`src/rtl/serial_add_pkg.sv`:
```
// Package for the serial adder scheduler: FSM state type, default sizes
// and the round-robin pick helper shared by the arbiter.
package serial_add_pkg;

  localparam int WIDTH_DEF = 8;
  localparam int NREQ_DEF  = 4;
  localparam int MAX_NREQ  = 32;

  typedef enum logic [1:0] {
    IDLE  = 2'd0,
    SHIFT = 2'd1,
    DONE  = 2'd2
  } state_t;

  // First asserted valid at or after ptr, wrapping modulo nreq.
  // Returns the winning index, or -1 when nothing is requesting.
  function automatic int rr_pick(input logic [MAX_NREQ-1:0] valid,
                                 input int nreq,
                                 input int ptr);
    int pick;
    int j;
    pick = -32'sd1;
    for (int i = 0; i < MAX_NREQ; i++) begin
      if (i < nreq) begin
        j = (ptr + i) % nreq;
        if ((pick < 32'sd0) && valid[j]) begin
          pick = j;
        end else begin
          pick = pick;
        end
      end else begin
        pick = pick;
      end
    end
    return pick;
  endfunction

endpackage

```
`src/rtl/serial_add_sched_if.sv`:
```
// Request/response bundle between the clients and the serial adder scheduler.
// Optional macro SERIAL_SUB_EN adds the per-requester subtract select.
interface serial_add_sched_if #(
  parameter int WIDTH = serial_add_pkg::WIDTH_DEF,
  parameter int NREQ  = serial_add_pkg::NREQ_DEF
) ();

  localparam int IDW = (NREQ > 1) ? $clog2(NREQ) : 1;

  logic [NREQ-1:0]       req_valid;
  logic [NREQ-1:0]       req_ready;
  logic [NREQ*WIDTH-1:0] req_a;
  logic [NREQ*WIDTH-1:0] req_b;
`ifdef SERIAL_SUB_EN
  logic [NREQ-1:0]       req_sub;
`endif
  logic                  rsp_valid;
  logic                  rsp_ready;
  logic [IDW-1:0]        rsp_id;
  logic [WIDTH:0]        rsp_result;

`ifdef SERIAL_SUB_EN
  modport master (
    output req_valid, req_a, req_b, req_sub, rsp_ready,
    input  req_ready, rsp_valid, rsp_id, rsp_result
  );
  modport slave (
    input  req_valid, req_a, req_b, req_sub, rsp_ready,
    output req_ready, rsp_valid, rsp_id, rsp_result
  );
`else
  modport master (
    output req_valid, req_a, req_b, rsp_ready,
    input  req_ready, rsp_valid, rsp_id, rsp_result
  );
  modport slave (
    input  req_valid, req_a, req_b, rsp_ready,
    output req_ready, rsp_valid, rsp_id, rsp_result
  );
`endif

endinterface

```
`src/rtl/serial_add_core.sv`:
```
// Bit-serial adder datapath: operand shift registers, one full adder,
// carry flip-flop and the partial-sum shift register. `result` is the
// look-ahead value the full sum takes once the current shift completes,
// so the scheduler can capture it on the final shift cycle.
module serial_add_core #(
  parameter int WIDTH = serial_add_pkg::WIDTH_DEF
) (
  input  logic             clk,
  input  logic             rst,
  input  logic             load,
  input  logic             shift,
  input  logic             carry_init,
  input  logic [WIDTH-1:0] a,
  input  logic [WIDTH-1:0] b,
  output logic [WIDTH:0]   result
);

  logic [WIDTH-1:0] a_r;
  logic [WIDTH-1:0] b_r;
  logic [WIDTH-2:0] sum_r;   // the final sum bit never needs storing here
  logic             carry_r;
  logic             sum_bit_s;
  logic             carry_next_s;

  // Full adder on the current operand LSBs plus the look-ahead result.
  always_comb begin
    sum_bit_s    = a_r[0] ^ b_r[0] ^ carry_r;
    carry_next_s = (a_r[0] & b_r[0]) | (carry_r & (a_r[0] ^ b_r[0]));
    result       = {carry_next_s, sum_bit_s, sum_r};
  end

  // Operand load, then LSB-first shifting with sum bits entering at the MSB.
  always_ff @(posedge clk) begin
    if (!rst) begin
      a_r     <= {WIDTH{1'b0}};
      b_r     <= {WIDTH{1'b0}};
      sum_r   <= {(WIDTH-1){1'b0}};
      carry_r <= 1'b0;
    end else if (load) begin
      a_r     <= a;
      b_r     <= b;
      sum_r   <= {(WIDTH-1){1'b0}};
      carry_r <= carry_init;
    end else if (shift) begin
      a_r     <= {1'b0, a_r[WIDTH-1:1]};
      b_r     <= {1'b0, b_r[WIDTH-1:1]};
      sum_r   <= {sum_bit_s, sum_r[WIDTH-2:1]};
      carry_r <= carry_next_s;
    end else begin
      a_r     <= a_r;
      b_r     <= b_r;
      sum_r   <= sum_r;
      carry_r <= carry_r;
    end
  end

endmodule

```
`src/rtl/serial_add_sched.sv`:
```
// Round-robin scheduler sharing one bit-serial adder among NREQ requesters.
// Grants one operand pair at a time, sequences the core for WIDTH shifts and
// returns {carry, sum} tagged with the requester id over a valid/ready port.
// Optional macro SERIAL_SUB_EN enables per-requester subtraction (A + ~B + 1).
module serial_add_sched #(
  parameter int WIDTH = serial_add_pkg::WIDTH_DEF,
  parameter int NREQ  = serial_add_pkg::NREQ_DEF
) (
  input logic               clk,
  input logic               rst,
  serial_add_sched_if.slave bus
);

  import serial_add_pkg::*;

  localparam int IDW = (NREQ > 1) ? $clog2(NREQ) : 1;
  localparam int CW  = (WIDTH > 1) ? $clog2(WIDTH) : 1;
  localparam logic [CW-1:0]  CNT_LAST = CW'(WIDTH - 1);
  localparam logic [IDW-1:0] ID_LAST  = IDW'(NREQ - 1);

  state_t           state_r;
  logic [IDW-1:0]   rr_ptr_r;
  logic [IDW-1:0]   id_r;
  logic [CW-1:0]    cnt_r;
  logic             rsp_valid_r;
  logic [IDW-1:0]   rsp_id_r;
  logic [WIDTH:0]   rsp_result_r;

  logic [MAX_NREQ-1:0] valid_pad_s;
  int                  pick_s;
  logic [NREQ-1:0]     ready_s;
  logic                hs_s;
  logic [IDW-1:0]      gnt_s;
  logic [WIDTH-1:0]    a_sel_s;
  logic [WIDTH-1:0]    b_sel_s;
  logic [WIDTH-1:0]    b_load_s;
  logic                cin_s;
  logic                shift_s;
  logic [WIDTH:0]      core_res_s;
`ifdef SERIAL_SUB_EN
  logic                sub_sel_s;
`endif

  // Round-robin arbiter, one-hot grant and operand mux for the granted slot.
  always_comb begin
    valid_pad_s             = {MAX_NREQ{1'b0}};
    valid_pad_s[NREQ-1:0]   = bus.req_valid;
    pick_s                  = rr_pick(valid_pad_s, NREQ, int'(rr_ptr_r));
    ready_s                 = {NREQ{1'b0}};
    gnt_s                   = {IDW{1'b0}};
    a_sel_s                 = {WIDTH{1'b0}};
    b_sel_s                 = {WIDTH{1'b0}};
`ifdef SERIAL_SUB_EN
    sub_sel_s               = 1'b0;
`endif
    for (int i = 0; i < NREQ; i++) begin
      ready_s[i] = rst && (state_r == IDLE) && (pick_s == i);
      gnt_s      = gnt_s   | (IDW'(i) & {IDW{ready_s[i]}});
      a_sel_s    = a_sel_s | (bus.req_a[i*WIDTH +: WIDTH] & {WIDTH{ready_s[i]}});
      b_sel_s    = b_sel_s | (bus.req_b[i*WIDTH +: WIDTH] & {WIDTH{ready_s[i]}});
`ifdef SERIAL_SUB_EN
      sub_sel_s  = sub_sel_s | (bus.req_sub[i] & ready_s[i]);
`endif
    end
    hs_s    = |(ready_s & bus.req_valid);
    shift_s = (state_r == SHIFT);
`ifdef SERIAL_SUB_EN
    b_load_s = sub_sel_s ? ~b_sel_s : b_sel_s;
    cin_s    = sub_sel_s;
`else
    b_load_s = b_sel_s;
    cin_s    = 1'b0;
`endif
  end

  serial_add_core #(.WIDTH(WIDTH)) u_core (
    .clk        (clk),
    .rst        (rst),
    .load       (hs_s),
    .shift      (shift_s),
    .carry_init (cin_s),
    .a          (a_sel_s),
    .b          (b_load_s),
    .result     (core_res_s)
  );

  // Control FSM: grant in IDLE, WIDTH shift cycles, hold the response in DONE.
  always_ff @(posedge clk) begin
    if (!rst) begin
      state_r      <= IDLE;
      rr_ptr_r     <= {IDW{1'b0}};
      id_r         <= {IDW{1'b0}};
      cnt_r        <= {CW{1'b0}};
      rsp_valid_r  <= 1'b0;
      rsp_id_r     <= {IDW{1'b0}};
      rsp_result_r <= {(WIDTH+1){1'b0}};
    end else begin
      case (state_r)
        IDLE: begin
          if (hs_s) begin
            id_r    <= gnt_s;
            cnt_r   <= {CW{1'b0}};
            state_r <= SHIFT;
          end else begin
            state_r <= IDLE;
          end
        end
        SHIFT: begin
          cnt_r <= cnt_r + CW'(1'b1);
          if (cnt_r == CNT_LAST) begin
            rsp_result_r <= core_res_s;
            rsp_id_r     <= id_r;
            rsp_valid_r  <= 1'b1;
            state_r      <= DONE;
          end else begin
            state_r <= SHIFT;
          end
        end
        DONE: begin
          if (bus.rsp_ready) begin
            rsp_valid_r <= 1'b0;
            rr_ptr_r    <= (id_r == ID_LAST) ? {IDW{1'b0}} : (id_r + IDW'(1'b1));
            state_r     <= IDLE;
          end else begin
            state_r <= DONE;
          end
        end
        default: begin
          rsp_valid_r <= 1'b0;
          state_r     <= IDLE;
        end
      endcase
    end
  end

  assign bus.req_ready  = ready_s;
  assign bus.rsp_valid  = rsp_valid_r;
  assign bus.rsp_id     = rsp_id_r;
  assign bus.rsp_result = rsp_result_r;

endmodule

```
`src/flat_wrapper.sv`:
```
// flat-port wrapper written by rule: the top's interface ports become plain ports
module serial_add_sched_flat import serial_add_pkg::*;
#(
  parameter int WIDTH = serial_add_pkg::WIDTH_DEF,
  parameter int NREQ  = serial_add_pkg::NREQ_DEF
)
  (clk, rst, bus_req_valid, bus_req_a, bus_req_b, bus_rsp_ready, bus_req_ready, bus_rsp_valid, bus_rsp_id, bus_rsp_result);
  serial_add_sched_if #(.WIDTH(WIDTH), .NREQ(NREQ)) bus_i ();
  input logic clk;
  input logic rst;
  input wire logic [$bits(bus_i.req_valid)-1:0] bus_req_valid;
  input wire logic [$bits(bus_i.req_a)-1:0] bus_req_a;
  input wire logic [$bits(bus_i.req_b)-1:0] bus_req_b;
  input wire logic [$bits(bus_i.rsp_ready)-1:0] bus_rsp_ready;
  output wire logic [$bits(bus_i.req_ready)-1:0] bus_req_ready;
  output wire logic [$bits(bus_i.rsp_valid)-1:0] bus_rsp_valid;
  output wire logic [$bits(bus_i.rsp_id)-1:0] bus_rsp_id;
  output wire logic [$bits(bus_i.rsp_result)-1:0] bus_rsp_result;
  assign bus_i.req_valid = bus_req_valid;
  assign bus_i.req_a = bus_req_a;
  assign bus_i.req_b = bus_req_b;
  assign bus_i.rsp_ready = bus_rsp_ready;
  assign bus_req_ready = bus_i.req_ready;
  assign bus_rsp_valid = bus_i.rsp_valid;
  assign bus_rsp_id = bus_i.rsp_id;
  assign bus_rsp_result = bus_i.rsp_result;
  serial_add_sched #(.WIDTH(WIDTH), .NREQ(NREQ)) u_core (.clk(clk), .rst(rst), .bus(bus_i));
endmodule
```
`config.mk`:
```
export PLATFORM = sky130hd
export DESIGN_NAME = serial_add_sched_flat
export DESIGN_NICKNAME = d
export VERILOG_FILES = /design/src/rtl/serial_add_pkg.sv /design/src/rtl/serial_add_sched_if.sv /design/src/rtl/serial_add_core.sv /design/src/rtl/serial_add_sched.sv /design/src/flat_wrapper.sv
export SDC_FILE = /design/constraint.sdc
export NUM_CORES = 1
export LEC_CHECK = 0
export CAP_MARGIN = 20
export CORE_UTILIZATION = 45
export CTS_CLUSTER_SIZE = 25
export DETAILED_ROUTE_END_ITERATION = 8
export GPL_TIMING_DRIVEN = 1
export MAX_ROUTING_LAYER = met4
export PLACE_DENSITY = 0.81
export SLEW_MARGIN = 20
export SYNTH_ARGS = -nofsm -noshare
export SYNTH_HDL_FRONTEND = slang
export SYNTH_SLANG_ARGS = --single-unit
```
`constraint.sdc`:
```
create_clock -name clk -period 2.2 [get_ports clk]
set_clock_uncertainty 0.1 [all_clocks]
set_input_delay 0.44 -clock clk [delete_from_list [all_inputs] [get_ports clk]]
set_output_delay 0.44 -clock clk [all_outputs]
set_load 0.01 [all_outputs]
```
==> impl_metrics.tcl <==
set metrics [dict create \
    status "finished, final reports clean" \
    layout_commonest_cell "clkdlybuf4s50_1" \
    syn_nets 364 \
    cts-htree-levels 2 \
    cts.hold.buffers_added 0 \
    cp-start-kind "input port" \
    fin_hold_ws_ns 0.362 \
    worstHoldStart "u_core.bus.rsp_result[1]" \
    synth_top_area_cell "dfxtp_1" \
    crit_required_ns 1.66 \
    grt_pass1_vias 2257 \
    max_freq_mhz 460 \
    drc 0 \
    synth_top_area_share_pct 37.8 \
    min_period_ns 2.17 \
    slew_headroom_pct 40.5 \
    gp_congestion 0.872 \
    yosysSeqAreaShare_pct 37.8 \
    worst_pin_slew_ns 0.889 \
    wl_per_cell_um 13.5 \
    final-setup-viol-count 0 \
    hp-class "flop to flop" \
    power_per_cell_area_nw_per_um2 504 \
    cap_violations 0 \
    grt_overflow_total 0 \
    drive_gt1_share_pct 15.8 \
    wirelength_um 6140 \
    fp.dieW_um 74.7 \
    layout.nets 459 \
    io_buffer_count 86 \
    clock_path_buffers 2 \
    cp.arrival_ns 1.63 \
    start_util_pct 46.6 \
    syn_area_um2 2380 \
    grt_usage_pct 24.2 \
    grt_pass1_wl_um 9920 \
    finish.utilization_pct 68.6 \
    top_level_ports 87 \
    num_rows 26 \
    drt_iter0_markers 114 \
    cts_buffers 5 \
    yosysUniqueCellTypes 37 \
    reg2regPathDepth 6 \
    cp_slowest_stage_delay_ns 0.52 \
    finalSetupTns_ns 0 \
    period_share_pct 98.7 \
    min_to "u_core.bus.rsp_result[1]" \
    drv_slew 0 \
    power_mw 1.77 \
    leakage_nw 1.32 \
    rr_endpoint "u_core.u_core.a_r[7]" \
    crit_fanout 3 \
    r2r-start "u_core.rr_ptr_r[1]" \
    cts_tree "done" \
    cp_slowest_cell "or4_4" \
    synth_edf_count 0 \
    insertion_delay_ns 0.30 \
    clk_pin_slew_worst_paths_ns 0.07 \
    via_per_inst 5.36 \
    antenna_cells 0 \
    ys_ff_latch 45 \
    dp_slack_ns -0.690 \
    synth_flop_cell "dfxtp_1" \
    fp.dieH_um 74.7 \
    grt_max_degree 39 \
    via_count 2439 \
    coreArea_um2 5110 \
    ant_nets 0 \
    antenna_found_initial 0 \
    area_delta_synth_final_pct 47.2 \
    mostFrequentLayoutCells "78 x clkdlybuf4s50_1, 62 x nand2_1, 43 x dfxtp_1, 24 x buf_4, 23 x a21oi_1" \
    worst_slack_ns 0.0275 \
    synth_area_per_cell_um2 8.24 \
    ir_drop_mv 0.284 \
    finalHoldViolCount 0 \
    die-area_um2 5590 \
    path_cells "clkdlybuf4s15_1 -> or4_4 -> nand3_2 -> a21o_1 -> nor2_1 -> buf_2" \
    hpwl_um 4730 \
    synthArstFlopShare_pct 0 \
    cts.sinks 45 \
    crit_path_end_kind "primary output" \
    cts_root_buffer "clkbuf_8" \
    rrSetupSlack_ns 0.18 \
    firstDrtPassIters 4 \
    critPathKind "input port to primary output" \
    rsz0062_at_grt "true" \
    netlist_instances 289 \
    hold_path_depth 2 \
    synthTopCellsByArea "dfxtp_1 38%, nand2_1 9.8%, a211oi_1 6.6%" \
    synth_warnings 0 \
]
==> flip-flops by register name (all words and copies together), names as in the netlist <==
signal	count
u_core.rr_ptr_r	2
u_core.cnt_r	3
u_core.u_core.carry_r	1
u_core.bus.rsp_valid	1
u_core.u_core.a_r	8
u_core.state_r	2
u_core.u_core.b_r	8
u_core.bus.rsp_result	9
u_core.bus.rsp_id	2
u_core.id_r	2
u_core.u_core.sum_r	7
==> synth_stat cells (2+ instances only) <==
| master | count |
|---|---|
| mux4_2 | 2 |
| a211oi_2 | 7 |
| ha_1 | 3 |
| a32o_1 | 2 |
| inv_1 | 15 |
| nand3_1 | 4 |
| a21boi_0 | 15 |
| buf_6 | 2 |
| nor2_1 | 8 |
| o221ai_1 | 14 |
| a31oi_1 | 14 |
| nand3_2 | 2 |
| a21o_1 | 2 |
| nand2_1 | 62 |
| o21ai_0 | 4 |
| and2_1 | 2 |
| a211oi_1 | 21 |
| dfxtp_1 | 45 |
| nor2b_1 | 5 |
| nand2b_1 | 3 |
| clkbuf_1 | 15 |
| a21oi_1 | 23 |
| buf_2 | 4 |
| and3_1 | 2 |
==> critical path, delay by kind of cell <==
family	cells	cell delay, ns
AND/OR/NAND/NOR	3	0.67
buffers and inverters	2	0.34
AO/OA/AOI/OAI	1	0.18
==> layer usage <==
layer  track usage, %  routed length, um
met1             29.5               2680
met2             40.2               2970
met3             4.55                377
met4             8.18                108
met5                -                  0
==> report_power, final <==
group / leakage (nW) / internal, mW / switching [mW] / total [mW]
clock: 0.0542 / 0.284 / 0.267 / 0.550
combinational: 0.900 / 0.204 / 0.144 / 0.348
sequential: 0.369 / 0.847 / 0.0220 / 0.869
total: 1.32 / 1.33 / 0.433 / 1.77
==> worst max-delay path by stage <==
stage / start / endpoint / slack [ns]
final: bus_req_valid[3] / bus_req_ready[3] / 0.03
after global routing: rst / bus_req_ready[3] / -0.03
after CTS: bus_req_valid[0] / bus_req_ready[1] / 0.002
after detailed placement: bus_req_valid[0] / bus_req_ready[1] / -0.69
after global placement: bus_req_valid[0] / bus_req_ready[1] / -0.68
after floorplan: bus_req_valid[1] / bus_req_ready[2] / 0.04
==> repair_timing <==
action,CTS,global route
resized for setup,29,9
setup buffers,1,2
pin swaps,4,5
setup endpoints to repair,20,7
cloned,0,0
==> cell type report <==
type,instances,area (um2)
inverter,15,56.3
timing repair buffer,110,1010
clock buffer,7,96.3
sequential,45,906
multi-input combinational,207,1350
tap,70,87.6
clock inverter,1,5.00
fill,413,1600
==> stage by stage <==
stage          std cells  area [um2]
6_report             455        3500
5_1_grt              455        3500
4_1_cts              453        3490
3_5_place_dp         444        3380
3_3_place_gp         444        3380
2_1_floorplan        289        2380
==> cells by family after synthesis <==
family	synth area share (%)
buffers and inverters	6.83
AOI/OAI and AO/OA	31.7
and+or+nand+nor	18.2
muxes	2.94
adders and majority gates	2.42
DFF	37.8
(Power assumes the default switching activity.)
